### src/rtl/branch_pkg.sv
// Shared types and constants for the branch resolver and its in-flight queue.
package branch_pkg;
    // Queue entries are sized for the widest supported configuration; narrower
    // instances zero-extend on write and truncate on read.
    localparam int BR_MAX_XLEN  = 64;
    localparam int BR_MAX_IDX_W = 16;

    localparam logic [BR_MAX_XLEN-1:0] PC_INC = 64'd4;

    typedef struct packed {
        logic                    pred_taken;
        logic [BR_MAX_IDX_W-1:0] idx;
        logic [BR_MAX_XLEN-1:0]  pc;
        logic [BR_MAX_XLEN-1:0]  pred_target;
    } br_entry_t;
endpackage

### src/rtl/br_queue.sv
// In-order FIFO of predicted branches awaiting resolution, with a one-cycle clear.
module br_queue
    import branch_pkg::*;
#(
    parameter int DEPTH = 4
) (
    input  logic      clk,
    input  logic      reset,
    input  logic      clear,
    input  logic      push,
    input  logic      pop,
    input  br_entry_t wdata,
    output br_entry_t rdata,
    output logic      full,
    output logic      empty
);
    localparam int PW = $clog2(DEPTH);

    br_entry_t      mem_q [DEPTH];
    logic [PW-1:0]  wr_ptr_q, wr_ptr_d;
    logic [PW-1:0]  rd_ptr_q, rd_ptr_d;
    logic [PW:0]    count_q, count_d;
    logic           push_en, pop_en;

    assign full    = (count_q == (PW+1)'(DEPTH));
    assign empty   = (count_q == '0);
    assign push_en = push && !full;
    assign pop_en  = pop && !empty;
    assign rdata   = mem_q[rd_ptr_q];

    always_comb begin
        wr_ptr_d = wr_ptr_q;
        rd_ptr_d = rd_ptr_q;
        count_d  = count_q;
        if (clear) begin
            wr_ptr_d = '0;
            rd_ptr_d = '0;
            count_d  = '0;
        end else begin
            // Pointers are PW bits wide, so increment wraps modulo DEPTH.
            if (push_en) wr_ptr_d = wr_ptr_q + PW'(1);
            if (pop_en)  rd_ptr_d = rd_ptr_q + PW'(1);
            count_d = count_q + (PW+1)'(push_en) - (PW+1)'(pop_en);
        end
    end

    always_ff @(posedge clk) begin
        if (reset) begin
            wr_ptr_q <= '0;
            rd_ptr_q <= '0;
            count_q  <= '0;
        end else begin
            wr_ptr_q <= wr_ptr_d;
            rd_ptr_q <= rd_ptr_d;
            count_q  <= count_d;
        end
    end

    // Storage is not reset; a write racing a clear is dropped with the entry.
    always_ff @(posedge clk) begin
        if (push_en && !clear && !reset) mem_q[wr_ptr_q] <= wdata;
    end
endmodule

### src/rtl/branch_resolver.sv
// Resolves queued branch predictions against execute outcomes, producing
// flush/redirect on mispredict and a training strobe for every resolve.
module branch_resolver
    import branch_pkg::*;
#(
    parameter int DEPTH = 4,
    parameter int IDX_W = 6,
    parameter int XLEN  = 32
) (
    input  logic             clk,
    input  logic             reset,
    input  logic             push_valid,
    output logic             push_ready,
    input  logic             push_pred_taken,
    input  logic [IDX_W-1:0] push_idx,
    input  logic [XLEN-1:0]  push_pc,
    input  logic [XLEN-1:0]  push_pred_target,
    input  logic             res_valid,
    input  logic             res_taken,
    input  logic [XLEN-1:0]  res_target,
    output logic             flush,
    output logic [XLEN-1:0]  redirect_pc,
    output logic             upd_valid,
    output logic [IDX_W-1:0] upd_idx,
    output logic             upd_taken,
    output logic [31:0]      mispredict_count,
    output logic             underflow_err
);
    br_entry_t push_entry, head;
    logic      q_full, q_empty;
    logic      accept, mispredict;

    logic             flush_q, flush_d;
    logic [XLEN-1:0]  redirect_pc_q, redirect_pc_d;
    logic             upd_valid_q, upd_valid_d;
    logic [IDX_W-1:0] upd_idx_q, upd_idx_d;
    logic             upd_taken_q, upd_taken_d;
    logic [31:0]      mispredict_count_q, mispredict_count_d;
    logic             underflow_err_q, underflow_err_d;

    always_comb begin
        push_entry             = '0;
        push_entry.pred_taken  = push_pred_taken;
        push_entry.idx         = BR_MAX_IDX_W'(push_idx);
        push_entry.pc          = BR_MAX_XLEN'(push_pc);
        push_entry.pred_target = BR_MAX_XLEN'(push_pred_target);
    end

    assign accept     = res_valid && !q_empty;
    assign mispredict = accept && ((head.pred_taken != res_taken) ||
                        (res_taken && (head.pred_target != BR_MAX_XLEN'(res_target))));
    assign push_ready = !q_full;

    br_queue #(.DEPTH(DEPTH)) u_queue (
        .clk   (clk),
        .reset (reset),
        .clear (mispredict),
        .push  (push_valid),
        .pop   (accept),
        .wdata (push_entry),
        .rdata (head),
        .full  (q_full),
        .empty (q_empty)
    );

    always_comb begin
        flush_d            = mispredict;
        upd_valid_d        = accept;
        redirect_pc_d      = redirect_pc_q;
        upd_idx_d          = upd_idx_q;
        upd_taken_d        = upd_taken_q;
        mispredict_count_d = mispredict_count_q;
        underflow_err_d    = underflow_err_q || (res_valid && q_empty);
        if (accept) begin
            upd_idx_d   = IDX_W'(head.idx);
            upd_taken_d = res_taken;
        end
        if (mispredict) begin
            redirect_pc_d = res_taken ? res_target : XLEN'(head.pc + PC_INC);
            if (mispredict_count_q != '1) mispredict_count_d = mispredict_count_q + 32'd1;
        end
    end

    always_ff @(posedge clk) begin
        if (reset) begin
            flush_q            <= 1'b0;
            redirect_pc_q      <= '0;
            upd_valid_q        <= 1'b0;
            upd_idx_q          <= '0;
            upd_taken_q        <= 1'b0;
            mispredict_count_q <= '0;
            underflow_err_q    <= 1'b0;
        end else begin
            flush_q            <= flush_d;
            redirect_pc_q      <= redirect_pc_d;
            upd_valid_q        <= upd_valid_d;
            upd_idx_q          <= upd_idx_d;
            upd_taken_q        <= upd_taken_d;
            mispredict_count_q <= mispredict_count_d;
            underflow_err_q    <= underflow_err_d;
        end
    end

    assign flush            = flush_q;
    assign redirect_pc      = redirect_pc_q;
    assign upd_valid        = upd_valid_q;
    assign upd_idx          = upd_idx_q;
    assign upd_taken        = upd_taken_q;
    assign mispredict_count = mispredict_count_q;
    assign underflow_err    = underflow_err_q;
endmodule

### config.mk
export PLATFORM = sky130hd
export DESIGN_NAME = branch_resolver
export DESIGN_NICKNAME = d
export VERILOG_FILES = /design/src/rtl/branch_pkg.sv /design/src/rtl/br_queue.sv /design/src/rtl/branch_resolver.sv
export SDC_FILE = /design/constraint.sdc
export NUM_CORES = 1
export LEC_CHECK = 0
export ABC_CLOCK_PERIOD_IN_PS = 6300
export CAP_MARGIN = 20
export CORE_ASPECT_RATIO = 0.8
export CORE_UTILIZATION = 56
export CTS_CLUSTER_SIZE = 20
export DETAILED_ROUTE_END_ITERATION = 10
export HOLD_SLACK_MARGIN = 0.03
export PLACE_DENSITY_LB_ADDON = 0.05
export SYNTH_ARGS = -nofsm -noshare
export SYNTH_HDL_FRONTEND = slang
export SYNTH_SLANG_ARGS = --single-unit
### constraint.sdc
create_clock -name clk -period 6.3 [get_ports clk]
set_input_delay 1.26 -clock clk [delete_from_list [all_inputs] [get_ports clk]]
set_output_delay 1.26 -clock clk [all_outputs]
set_load 0.03 [all_outputs]
# After elaboration in Yosys (flattened, before gate mapping)
# Memories as Yosys holds them, arrays and structs flattened. A register that Yosys moved wholly into a read port is not among the register bits.
# Index checks and enable logic that the tools add are counted.
[word_totals]
regBits = 81
memories = 1
ram_bits = 284
output_inout_bits = 75
[memory_table]
columns = ["name", "words", "word_bits", "read_ports", "rd_ports_with_merged_regs", "wr", "line", "rtl"]
rows = [
  ["u_queue.mem_q", 4, 71, 1, 1, 1, "br_queue.sv:19", "br_entry_t mem_q [DEPTH];"],
]
[classes]
mux = 5
n_reduce_logical = 17
eq_ne = 4
addsub = 6
[ops]
columns = ["cell", "count"]
rows = [
  ["inequality test 64 x 32 -> 1 bit", 1],
  ["adder 32 x 1 -> 32 bit, second input constant", 1],
  ["adder 32 x 3 -> 32 bit, second input constant", 1],
  ["two-way mux 32 bit", 1],
  ["inequality test 32 bit, second input constant", 1],
  ["logical AND 1 bit", 8],
  ["adder 2 x 1 -> 2 bit, second input constant", 2],
  ["logical NOT 1 bit", 4],
  ["two-way mux 2 bit", 2],
  ["adder 3 x 1 -> 3 bit", 1],
  ["equality test 3 bit, second input constant", 1],
  ["logical NOT 3 bit", 1],
  ["subtractor 3 x 1 -> 3 bit", 1],
  ["logical OR 1 bit", 2],
  ["two-way mux 1 bit", 2],
  ["AND reduction 2 bit", 1],
  ["OR reduction 2 bit", 1],
  ["inequality test 1 bit", 1],
]

# Logic depth before layout (Yosys ltp)
# Gate-level depths: netlist of the first run.
[logic_depth]
ltp_word = 9
depth_mapped = 14

# Hierarchy
# Synthesis of the first run repeated with hierarchy kept, for this count alone.
[unflattened]
hier_cells = 1407
area_unflattened_um2 = 26185.1
[by_module_without_submodules]
columns = ["mod", "instances", "area_per_inst_um2", "cells_each"]
rows = [
  ["br_queue", 1, 21366.7, 807],
  ["branch_resolver", 1, 4818.4, 600],
]

# Worst setup path before layout of the first run
# OpenSTA, ideal clock, no wires.
[synth_timing]
kind = "in2reg"
startpoint = "input port res_target[15]"
endpoint = "memory u_queue.mem_q[1][0] (netlist bit) (enable)"
setup_time_ns = 0.435
t_arrival_ns = 4.199
slack_ns = 1.666
n_path_buf = 1
stages = 7
cell_sequence = "xnor2_1 > nand4_1 > a2111oi_2 > nand4_1 > nand2_1 > buf_2 > and4_1"
[synth_via]
elab_chain_cells = 9
[synth_lines]
columns = ["item", "line", "rtl"]
rows = [
  ["start, declared", "branch_resolver.sv:20", "input logic [XLEN-1:0] res_target,"],
  ["inequality test 64 x 32 -> 1 bit", "branch_resolver.sv:51", "(res_taken && (head.pred_target != BR_MAX_XLEN'(res_target))));"],
  ["logical AND 1 bit", "branch_resolver.sv:51", ""],
  ["logical OR 1 bit", "branch_resolver.sv:50", "assign mispredict = accept && ((head.pred_taken != res_taken) ||"],
  ["logical AND 1 bit", "branch_resolver.sv:50", ""],
  ["logical NOT 1 bit", "br_queue.sv:61", "if (push_en && !clear && !reset) mem_q[wr_ptr_q] <= wdata;"],
  ["logical AND 1 bit (2 in series)", "br_queue.sv:61", ""],
  ["two-way mux 1 bit", "br_queue.sv:61", ""],
  ["two-way mux 1 bit (implied by the code)", "br_queue.sv:61", ""],
  ["end, declared", "br_queue.sv:19", ""],
]
# Every way passes these cells.

==> results of run 1 <==
per-stage QoR:
stage / cells / setup WS, ps / utilization, % / hold WS [ps] / total power, mW
floorplan: 1001 / 1670 / - / 526 / 4.10
global placement: 1502 / 1550 / 66.0 / 445 / 4.62
detailed placement: 1502 / 1420 / 66.0 / 450 / 4.63
CTS: 1570 / 1580 / 70.7 / 458 / 6.91
global route: 1570 / 1280 / 70.7 / 490 / 7.13
finish: 1570 / 1620 / 70.7 / 455 / 6.86
cell families after synthesis:
logic type | synth area share, %
AO/OA/AOI/OAI | 6.36
AND/OR/NAND/NOR | 8.61
flip-flops | 66.2
adder cells (fa/ha/maj) | 0.780
buffers and inverters | 2.68
XOR/XNOR | 3.41
multiplexers | 12.0
state kept, by name, indices dropped and copies added, names as in the netlist, named ones only:
name / count
flush: 1
mispredict_count: 32
redirect_pc: 32
u_queue.count_q: 3
u_queue.mem_q: 284
u_queue.rd_ptr_q: 2
u_queue.wr_ptr_q: 2
underflow_err: 1
upd_idx: 6
upd_taken: 1
upd_valid: 1
synth_stat cells (all sizes together) (7+ instances only):
library cell	count
xnor2	43
nand4	27
a21oi	39
nor2b	11
nand2	44
nor4	16
or4	13
mux4	64
clkbuf	31
a31o	12
and4	14
o31ai	12
nor3	17
o211ai	7
nor2	35
edfxtp	284
mux2	14
inv	14
mux2i	24
buf	32
o2111ai	7
dfxtp	83
ha	8
and3	7
o21a	8
o21ai	32
nand3	29
xor2	17
final timing paths:
path	depth (start not counted)	to	slack [ps]	from
min	2	upd_taken	460	upd_taken
min reg2reg	2	upd_taken	460	upd_taken
max	11	u_queue.mem_q[0][47]	1620	flop
max reg2reg	11	u_queue.mem_q[0][47]	1620	flop
critical path, stage by stage (launching register included):
cell                      delay [ps]
sky130_fd_sc_hd__dfxtp_4         880
sky130_fd_sc_hd__mux4_2          600
sky130_fd_sc_hd__xnor2_1         250
sky130_fd_sc_hd__nand4_1         170
sky130_fd_sc_hd__nor4_1          480
sky130_fd_sc_hd__buf_4           200
sky130_fd_sc_hd__nand4_1          90
sky130_fd_sc_hd__buf_4           230
sky130_fd_sc_hd__nand2_1         130
sky130_fd_sc_hd__buf_4           300
sky130_fd_sc_hd__and4_4          550
sky130_fd_sc_hd__buf_12          320
report_power, final:
| group | internal [mW] | switching [mW] | total, mW | leakage [nW] |
|---|---|---|---|---|
| Clock | 1.38 | 0.901 | 2.28 | 0.614 |
| Sequential | 2.84 | 0.167 | 3.01 | 3.25 |
| Combinational | 0.723 | 0.853 | 1.58 | 2.13 |
per-layer routing:
metal | vias to the layer above | routed length [µm] | global-route usage, %
li1 | 4333 | - | -
met1 | 4759 | 15800 | 38.2
met2 | 413 | 16400 | 39.6
met3 | 44 | 3410 | 6.99
met4 | 0 | 725 | 6.99
met5 | - | 0 | 0.350
cell type report:
cell class                      count  share of cell area [%]
Clock buffer                       52                    5.60
Tap cell                          357                    2.37
Clock inverter                     16                    1.13
Inverter                           15                   0.299
Sequential cell                   367                    54.1
Multi-Input combinational cell    556                    25.5
Timing Repair Buffer              207                    11.0
==> impl_metrics.json, run 1 <==
{
  "floorplan.die_area_um2": 28200,
  "globalplace.congestion": 0.846,
  "synth.cell_area_um2": 15400,
  "layout_common_cells": "sky130_fd_sc_hd__edfxtp_1, sky130_fd_sc_hd__clkdlybuf4s50_1, sky130_fd_sc_hd__dfxtp_1",
  "worst_skew_pair.late_latency_ps": 530,
  "first_pass_grt_wire_length_mm": 55.3,
  "setup-tns-final_ps": 0,
  "dp_hpwl_mm": 24.0,
  "htree_num_levels": 2,
  "ir_drop_mv": 0.327,
  "worst_setup_path_start_kind": "flop",
  "placed_cell_area_um2": 17600,
  "rsz0062_at_grt": "false",
  "route.vias.total": 9549,
  "yosysSeqAreaShare_pct": 66.2,
  "ioPinCount": 183,
  "detail_route.first_pass.iterations": 5,
  "synth_edf_count": 284,
  "grt.total_usage_pct": 26.3,
  "worst_ep_required_time_ps": 6470,
  "min_path_type": "flop to flop",
  "initialDrtViolationCount": 893,
  "clkTransAtPathRegs_ps": 60,
  "yosys_warnings": 0,
  "critPathKind": "flop to flop",
  "outcome": "finished, final reports clean",
  "syn_nets": 1118,
  "cts.root.buffer_cell": "sky130_fd_sc_hd__clkbuf_16",
  "grt_pass1_vias": 9216,
  "die_h_um": 150,
  "maximum_number_of_pins_on_one_net_before_global_route_repair": 80,
  "total_leakage_power_nw": 5.99,
  "fp.dieW_um": 187,
  "worstPathArrival_ps": 4850,
  "timing.fmax_mhz": 214,
  "final_hold_viols": 0,
  "synthArstFlopShare_pct": 0,
  "final_net_count": 1301,
  "area.sequential_um2": 10200,
  "drc": 0,
  "syn-instance-count": 1001,
  "io_buffer_count": 182,
  "post_cts.resized_instances": 0,
  "skew_ps": 23.6,
  "antenna_cells_inserted": 0,
  "ys_top_cells_by_area": "sky130_fd_sc_hd__edfxtp_1, sky130_fd_sc_hd__dfxtp_1, sky130_fd_sc_hd__mux4_2",
  "cts_hold_buffers": 0,
  "min_period_ps": 4680,
  "multi_input_gate_area_um2": 4810,
  "post-route-cell-area_um2": 18900,
  "postRouteAntennaNets": 0,
  "share_of_post_route_cells_with_drive_strength_above_1_pct": 15.4,
  "layout.cells.most_common": "sky130_fd_sc_hd__edfxtp_1",
  "synth_top_area_cell": "sky130_fd_sc_hd__edfxtp_1",
  "syn-mean-instance-area_um2": 15.4,
  "pwr_density_cell_nw_per_um2": 364,
  "slew-limit-headroom_pct": 41.8,
  "std_cell_rows": 53,
  "grt_remaining_overflow": 0,
  "worst_pin_slew_ps": 872,
  "via_per_inst": 6.08,
  "drv_slew": 0,
  "cts.repair_timing.setup_buffer_count": 0,
  "antenna_found_initial": 0,
  "ys_types": 61,
  "postSynth.topFlopCell": "sky130_fd_sc_hd__edfxtp_1",
  "min_period_over_period_pct": 74.2,
  "timing.final.setup_violations": 0,
  "layout-area-overhead-vs-synth_pct": 22.5,
  "initial_util_pct": 57.7,
  "wire_per_inst_um": 23.2,
  "crit_fanout": 49,
  "cts_num_sinks": 367,
  "max-cap-violations": 0,
  "clock_path_buffers": 3,
  "tritoncts_clock_tree": "yes",
  "cts_buffers": 37,
  "wirelength_mm": 36.4,
  "fill_cell_total_of_the_finished_layout": 1805,
  "ys_ff_latch": 367,
  "synth_top_area_share_pct": 55.4,
  "core_area_um2": 26700,
  "timing.critical_path.to_type": "flop"
}
Power figures use the tool's default switching activity.
==> run 2, diff against run 1 <==
--- a/config.mk
+++ b/config.mk
@@ -5,10 +5,10 @@
 export SDC_FILE = /design/constraint.sdc
 export NUM_CORES = 1
 export LEC_CHECK = 0
-export ABC_CLOCK_PERIOD_IN_PS = 6300
+export ABC_CLOCK_PERIOD_IN_PS = 4100
 export CAP_MARGIN = 20
 export CORE_ASPECT_RATIO = 0.8
-export CORE_UTILIZATION = 56
+export CORE_UTILIZATION = 50
 export CTS_CLUSTER_SIZE = 20
 export DETAILED_ROUTE_END_ITERATION = 10
 export HOLD_SLACK_MARGIN = 0.03
==> constraint.sdc (replaced) <==
create_clock -name clk -period 4.1 [get_ports clk]
set_input_delay 0.82 -clock clk [delete_from_list [all_inputs] [get_ports clk]]
set_output_delay 0.82 -clock clk [all_outputs]
set_load 0.03 [all_outputs]
==> run 2 against run 1 <==
Net effect: final area up 1.1%; worst hold slack worse by 1.2 ps; via count up 1.4%; total power up 52%.
==> impl_metrics.json, run 2 (synthesized netlist as in run 1, its figures left out) <==
{
  "maximum_number_of_pins_on_one_net_before_global_route_repair": 80,
  "antenna_found_initial": 1,
  "final_net_count": 1319,
  "worst_r2r_path_depth": 10,
  "p_sw_share_pct": 28.6,
  "worst_pin_slew_ps": 1030,
  "core_area_um2": 30300,
  "ir_drop_mv": 0.409,
  "crit_fanout": 24,
  "worstPathCellList": "buf_12, mux4_2, xnor2_1, nand4_1, nor4_1, buf_4, nand4_1, nand2_1, and4_4, buf_12",
  "grt_pass1_vias": 9480,
  "setup-tns-final_ps": 0,
  "share_of_post_route_cells_with_drive_strength_above_1_pct": 16.2,
  "worstPathArrival_ps": 4130,
  "min_period_ps": 3900,
  "cts.root.buffer_cell": "sky130_fd_sc_hd__clkbuf_16",
  "clock_power_share_pct": 31.6,
  "min_period_over_period_pct": 95.2,
  "post_cts.resized_instances": 0,
  "max-cap-violations": 0,
  "worst-r2r-setup-slack_ps": 200,
  "initialDrtViolationCount": 820,
  "max_flop_register": "u_queue.mem_q",
  "slew-limit-headroom_pct": 31.6,
  "grt.total_usage_pct": 24.6,
  "final_hold_viols": 0,
  "power.sequential.fraction_pct": 43.9,
  "worst_setup_path_start_kind": "flop",
  "wirelength_mm": 37.9,
  "netSwitchingPower_mw": 2.98,
  "layout-area-overhead-vs-synth_pct": 23.9,
  "io_buffer_count": 182,
  "detail_route.first_pass.iterations": 5,
  "cts_num_sinks": 367,
  "crit_path_end": "u_queue.mem_q[1][36]",
  "rr_endpoint": "u_queue.mem_q[1][36]",
  "timing.fmax_mhz": 256,
  "dp_hpwl_mm": 25.9,
  "globalplace.congestion": 0.827,
  "initial_util_pct": 50.8,
  "rsz0062_at_grt": "false",
  "crit_path_max_incr_delay_ps": 710,
  "timing.critical_path.to_type": "flop",
  "fp.dieW_um": 198,
  "cts_hold_buffers": 0,
  "cts_buffers": 37,
  "cts.repair_timing.setup_buffer_count": 0,
  "finalCoreUtilization_pct": 62.9,
  "ioPinCount": 183,
  "total_leakage_power_nw": 6.06,
  "floorplan.die_area_um2": 31500,
  "worst_skew_pair.late_latency_ps": 530,
  "min_path_type": "flop to flop",
  "skew_ps": 13.0,
  "postRouteAntennaNets": 0,
  "htree_num_levels": 2,
  "worst_ep_required_time_ps": 4330,
  "largest_register_ff_count": 284,
  "pwr-share-comb_pct": 24.6,
  "route.vias.total": 9685,
  "timing.critical_path.slowest_stage_cell": "sky130_fd_sc_hd__dfxtp_4",
  "pwr_density_cell_nw_per_um2": 547,
  "wire_per_inst_um": 23.0,
  "std_cell_rows": 57,
  "via_per_inst": 5.89,
  "grt_remaining_overflow": 0,
  "tritoncts_clock_tree": "yes",
  "layout.cells.most_common": "sky130_fd_sc_hd__edfxtp_1",
  "drv_slew": 0,
  "first_pass_grt_wire_length_mm": 57.8,
  "drc": 0,
  "critPathKind": "flop to flop",
  "timing.final.setup_violations": 0,
  "internal-power_mw": 7.45,
  "outcome": "finished, final reports clean",
  "fill_cell_total_of_the_finished_layout": 2254,
  "clock_path_buffers": 3,
  "die_h_um": 159,
  "layout_common_cells": "sky130_fd_sc_hd__edfxtp_1, sky130_fd_sc_hd__clkdlybuf4s50_1, sky130_fd_sc_hd__dfxtp_1",
  "clkTransAtPathRegs_ps": 60
}
==> run 2: critical path: cells and delay by family, from the launching register on <==
kind,cells,cell delay [ps]
xor+xnor,1,270
buf+inv,3,670
flops,1,710
mux,1,520
simple gates,5,1420
==> run 2: cell type report <==
| type | instances | area (µm²) | area share, % |
|---|---|---|---|
| inverters | 15 | 56.3 | 0.295 |
| clock buffers | 51 | 1030 | 5.41 |
| repair buffers | 225 | 2310 | 12.1 |
| flip-flops and latches | 367 | 10200 | 53.5 |
| multi-input cells | 556 | 4810 | 25.2 |
| well taps | 413 | 517 | 2.71 |
| clock inverters | 17 | 143 | 0.748 |
| diodes | 1 | 2.50 | 0.0131 |
==> run 2: power groups by stage <==
stage / Combinational (mW) / Clock, mW / Sequential (mW)
floorplan: 1.54 / 0 / 4.75
detailed placement: 2.57 / 0 / 4.66
finish: 2.56 / 3.29 / 4.58
global placement: 2.56 / 0 / 4.65
CTS: 2.58 / 3.34 / 4.58
global route: 2.75 / 3.49 / 4.61
==> run 2: how the worst min path moves through the flow <==
stage | cells after the start | slack, ps | to | from
CTS | 2 | 460 | upd_idx[5] | upd_idx[5]
global route | 2 | 480 | upd_idx[4] | upd_idx[4]
finish | 2 | 450 | upd_idx[5] | upd_idx[5]
global placement | 2 | 450 | upd_taken | upd_taken
detailed placement | 2 | 450 | upd_idx[5] | upd_idx[5]
floorplan | 2 | 530 | flop | u_queue.rd_ptr_q[1]
==> run 2: routing by layer <==
metal  up-vias  routed length (µm)  global-route usage [%]
met1      4903               17400                    38.0
met3        60                2690                    4.09
li1       4372                   -                       -
met5         -                   0                       0
met4         0                 680                    5.39
met2       350               17100                    36.8
==> run 2: stage by stage <==
stage	total power [mW]	hold WS [ps]	worst slack, ps	std cells	cell area [µm²]
2_1_floorplan	6.29	526	250	1001	15400
3_3_place_gp	7.21	446	139	1576	17900
3_5_place_dp	7.23	454	167	1576	17900
4_1_cts	10.5	462	143	1644	19100
5_1_grt	10.9	480	94.2	1645	19100
6_report	10.4	454	199	1645	19100
